--- config.mk ---
export PLATFORM = sky130hd
export DESIGN_NAME = fdivsqrt_arb
export DESIGN_NICKNAME = d
export VERILOG_FILES = /design/src/rtl/fdivsqrt_arb_pkg.sv /design/src/rtl/rr_arb2.sv /design/src/rtl/fdivsqrt_arb.sv
export SDC_FILE = /design/constraint.sdc
export NUM_CORES = 1
export LEC_CHECK = 0
export ABC_AREA = 0
export BUFFER_PORTS_ARGS = -buffer_cell sky130_fd_sc_hd__clkbuf_2
export CORE_MARGIN = 1
export CORE_UTILIZATION = 52
export CTS_CLUSTER_SIZE = 12
export DETAILED_ROUTE_END_ITERATION = 10
export PLACE_DENSITY_LB_ADDON = 0.05
export SLEW_MARGIN = 5
export SYNTH_ARGS = -nofsm -noshare
export SYNTH_HDL_FRONTEND = slang
export SYNTH_HIERARCHICAL = 1
export SYNTH_SLANG_ARGS = --single-unit
--- constraint.sdc ---
create_clock -name clk -period 3.5 [get_ports clk]
set_input_delay 0 -clock clk [delete_from_list [all_inputs] [get_ports clk]]
set_output_delay 0 -clock clk [all_outputs]
set_load 0.05 [all_outputs]
--- src/rtl/fdivsqrt_arb_pkg.sv ---
// Shared types for the divide/sqrt datapath arbiter.
// Imported by the arbiter top and its round-robin helper.
package fdivsqrt_arb_pkg;

  typedef enum logic [1:0] {
    ARB_IDLE,
    ARB_RUN,
    ARB_HOLD
  } arbstate_t;

  localparam int ARB_TAGW_DEFAULT = 5;

endpackage

--- src/rtl/rr_arb2.sv ---
// Two-input round-robin grant with a last-grant flop.
// Requester A wins ties when B was granted last.
module rr_arb2
  import fdivsqrt_arb_pkg::*;
(
  input  logic clk,
  input  logic reset,
  input  logic en,
  input  logic reqA,
  input  logic reqB,
  output logic gntA,
  output logic gntB
);

  logic lastA;

  assign gntA = reqA & (~reqB | ~lastA);
  assign gntB = reqB & (~reqA | lastA);

  // Reset to A so B takes the first tie.
  always_ff @(posedge clk) begin
    if (reset)
      lastA <= 1'b1;
    else if (en && (gntA || gntB))
      lastA <= gntA;
  end

endmodule

--- src/rtl/fdivsqrt_arb.sv ---
// Shares the div/sqrt datapath between integer and FP requesters,
// tracks the in-flight tag and returns it through a response handshake.
module fdivsqrt_arb
  import fdivsqrt_arb_pkg::*;
#(
  parameter int TAGW   = ARB_TAGW_DEFAULT,
  parameter int MAXCYC = 64,
  localparam int CNTW  = $clog2(MAXCYC+1)
) (
  input  logic            clk,
  input  logic            reset,
  input  logic            IReqValid,
  input  logic [TAGW-1:0] IReqTag,
  output logic            IReqReady,
  input  logic            FReqValid,
  input  logic [TAGW-1:0] FReqTag,
  output logic            FReqReady,
  input  logic            Flush,
  input  logic            DivBusy,
  input  logic            DivDone,
  output logic            IDivStart,
  output logic            FDivStart,
  output logic            HoldStall,
  output logic            RspValid,
  output logic            RspIsInt,
  output logic [TAGW-1:0] RspTag,
  input  logic            RspReady,
  output logic            Timeout
);

  arbstate_t       state;
  logic [CNTW-1:0] cnt;
  logic [TAGW-1:0] tagQ;
  logic            isIntQ;

  logic live;
  logic issue;
  logic gntI;
  logic gntF;
  logic done;

  assign live  = ~reset & ~Flush;
  assign issue = live & ~DivBusy
               & (state == ARB_IDLE);

  rr_arb2 uRr (
    .clk   (clk),
    .reset (reset),
    .en    (issue),
    .reqA  (IReqValid),
    .reqB  (FReqValid),
    .gntA  (gntI),
    .gntB  (gntF)
  );

  assign IReqReady = issue & gntI;
  assign FReqReady = issue & gntF;
  assign IDivStart = IReqReady;
  assign FDivStart = FReqReady;

  assign done = live & DivDone
              & (state == ARB_RUN);

  assign HoldStall = live & (state == ARB_HOLD);
  assign RspValid  = done | HoldStall;
  assign RspIsInt  = RspValid & isIntQ;
  assign RspTag    = RspValid ? tagQ : '0;

  assign Timeout = live & ~DivDone
                 & (state == ARB_RUN)
                 & (cnt == CNTW'(MAXCYC-1));

  always_ff @(posedge clk) begin
    if (reset) begin
      state  <= ARB_IDLE;
      cnt    <= '0;
      tagQ   <= '0;
      isIntQ <= 1'b0;
    end else if (Flush) begin
      state <= ARB_IDLE;
      cnt   <= '0;
    end else begin
      unique case (state)
        ARB_IDLE: begin
          cnt <= '0;
          if (IReqReady || FReqReady) begin
            state  <= ARB_RUN;
            tagQ   <= gntI ? IReqTag : FReqTag;
            isIntQ <= gntI;
          end
        end
        ARB_RUN: begin
          cnt <= cnt + CNTW'(1);
          if (DivDone)
            state <= RspReady ? ARB_IDLE : ARB_HOLD;
          else if (Timeout)
            state <= ARB_IDLE;
        end
        ARB_HOLD: begin
          if (RspReady)
            state <= ARB_IDLE;
        end
        default: state <= ARB_IDLE;
      endcase
    end
  end

endmodule

==> out/metrics.yaml <==
path_buf_inv: 1
max_stage_delay_ns: 0.76
cts.clk_slew.worst_paths_ns: 0.10
finalSetupViolCount: 0
drc: 2
dr.pass1.iters: 7
antenna_found_initial: 0
grt_max_degree: 19
initial_utilization: 0.588
synth_ff_type: "dfxtp_1"
coreArea_um2: 1580
ir_worst_vdd_mv: 0.244
clockPowerShare: 0.350
critPathRequiredTime_ns: 3.50
fmax_mhz: 457
portBuffers: 30
p_sw_frac: 0.250
grt_pass1_vias: 749
rrSetupSlack_ns: 1.52
via_per_inst: 5.83
yosys.cell_types.count: 41
endpoint_kind: "primary output"
dpl.hpwl_um: 1470
synth_seq_cells: 16
crit_type: "reg2out"
yosysSeqAreaShare: 0.345
maxCapViolations: 0
start_kind: "flop"
cp_top_family: "simple AND/OR/NAND/NOR gates"
cts_tree: "done"
cts_buffers: 3
slew_violations: 0
pwr-share-comb: 0.126
ctsRootBufferMaster: "clkbuf_4"
worst_pin_slew_ns: 1.07
cts_setup_buffers: 0
final_core_util: 0.687
arrival_ns: 2.19
timing.hold.ws_ns: 0.000373
switching_power_uw: 89.5
period_minus_slack_ns: 2.19
place.gp.congestion: 0.813
synth_edf_count: 0
relSlewSlack: 0.282
vias: 874
postRouteAntennaNets: 0
tns_ns: 0
power_frac_seq: 0.524
syn_area_um2: 927
routed_wl_um: 2000
insertion_delay_ns: 0.29
ios: 31
rsz0062_at_grt: "no"
skew_ns: 0.00328
drt_iter0_drc: 32
syn_inst: 107
diodes: 0
path_cells: "or4_1 > nor2_2 > and2_1 > clkbuf_2"
rows: 14
htree_levels: 1
dieArea_um2: 1960
p_int_uw: 269
die_y_um: 44.2
p_per_area_nw_per_um2: 331
min_path_type: "in2reg"
cts_max_path_buffers: 2
leakagePower_uw: 0.000436
grt_pass1_wl_um: 3170
fin_nets: 154
cpMaxStageDelayCell: "or4_1"
gr-total-overflow: 0
wl_per_cell_um: 13.3
syn_nets: 126
cts.sink_count: 16
yosysWarnings: 6
track_usage: 0.223
violations: "DRC"
synth_async_sr_flop_share: 0
avgSynthCellArea_um2: 8.66
die_w_um: 44.2
outcome: "complete, but fails checks"
fin_crit_sh: 0.625
dp_cells: 145
syn2layout_area_growth_pct: 16.7
drive_above_1_share: 0.351
total_power_uw: 359
hold_viol: 0
crit_fanout: 18
final-instance-count-excl-fill: 150
## metal layers
layer	up-vias	global-route usage	share of wire	routed length, µm
met4	0	0.145	0.025	49
li1	437	-	-	-
met3	4	0.0408	0.059	117
met5	-	0	0	0
met2	30	0.329	0.43	862
met1	403	0.297	0.48	969
## synthesized netlist by cell type (2+ instances only)
master,instances,share of area
or4_1,2,0.016
nor2_1,5,0.020
buf_4,2,0.016
mux2_2,5,0.061
dfxtp_1,16,0.35
o21ai_0,6,0.032
nor3_1,2,0.011
and2_1,7,0.047
nand2b_1,2,0.013
a21oi_1,10,0.054
clkbuf_1,2,0.0081
a21boi_0,2,0.016
nand3b_1,2,0.016
or3_1,2,0.013
nand2_1,4,0.016
inv_1,2,0.0081
buf_6,3,0.036
nand3_1,9,0.049
xor2_1,2,0.019
## cells by family after synthesis
family | share of synthesized area
mux | 0.0715
buf+inv | 0.0742
fa+ha+maj | 0.0135
xor+xnor | 0.0189
simple gates | 0.312
flops | 0.345
compound gates | 0.165
## flip-flops by register name, summed over array words and instances (netlist names)
name and flops:
uRr/lastA 1, tagQ 5, isIntQ 1, cnt 7
state 2
## worst register-to-register path, cell delays in order (launching register included)
cell and delay (ns):
dfxtp_1 0.34, a21boi_0 0.82, o21bai_1 0.36, o21ai_0 0.26, a21oi_1 0.09
## power groups by stage
stage / sequential (µW) / combinational [µW] / clock (µW)
2_1_floorplan: 191 / 33.3 / 0
3_3_place_gp: 192 / 42.6 / 0
3_5_place_dp: 192 / 43.7 / 0
4_1_cts: 188 / 44.7 / 127
5_1_grt: 188 / 48.8 / 135
6_report: 188 / 45.0 / 126
## per-stage QoR
stage | worst slack (ns) | cell area [µm²]
4_1_cts | 1.33 | 1080
3_3_place_gp | 1.68 | 1040
6_report | 1.31 | 1080
5_1_grt | 1.25 | 1080
2_1_floorplan | 1.38 | 927
3_5_place_dp | 1.56 | 1040
## layout make-up
type | instances | area, µm²
Sequential cell | 16 | 320
Inverter | 2 | 7.51
Fill cell | 131 | 494
Tap cell | 16 | 20.0
Clock buffer | 4 | 36.3
Timing Repair Buffer | 31 | 160
Multi-Input combinational cell | 81 | 538
## cells in the final DEF (no fill, tap or decap), types with 3 or more instances in the layout
master / n
a21oi_1: 10
and2_1: 7
clkbuf_2: 30
clkbuf_4: 3
dfxtp_1: 16
mux2_2: 5
nand2_1: 4
nand3_1: 9
nor2_1: 5
o21ai_0: 6
## timing repair
action | 4_1_cts | 5_1_grt
hold buffers | 1 | 0
gates resized for setup | 0 | 0
hold endpoints to repair | 1 | 0
## final timing paths
| path | from | to | cells past startpoint |
|---|---|---|---|
| worst max register to register | uRr/lastA$_SDFFE_PP1P_ | tagQ[0]$_SDFFE_PP0P_ | 4 |
| worst max-delay path | state[1]$_SDFFE_PP0P_ | IReqReady | 4 |
| worst min register to register | isIntQ$_SDFFE_PP0P_ | isIntQ$_SDFFE_PP0P_ | 2 |
| worst min-delay path | IReqValid | uRr/lastA$_SDFFE_PP1P_ | 3 |
No activity file was read; power rests on OpenSTA's default activity.
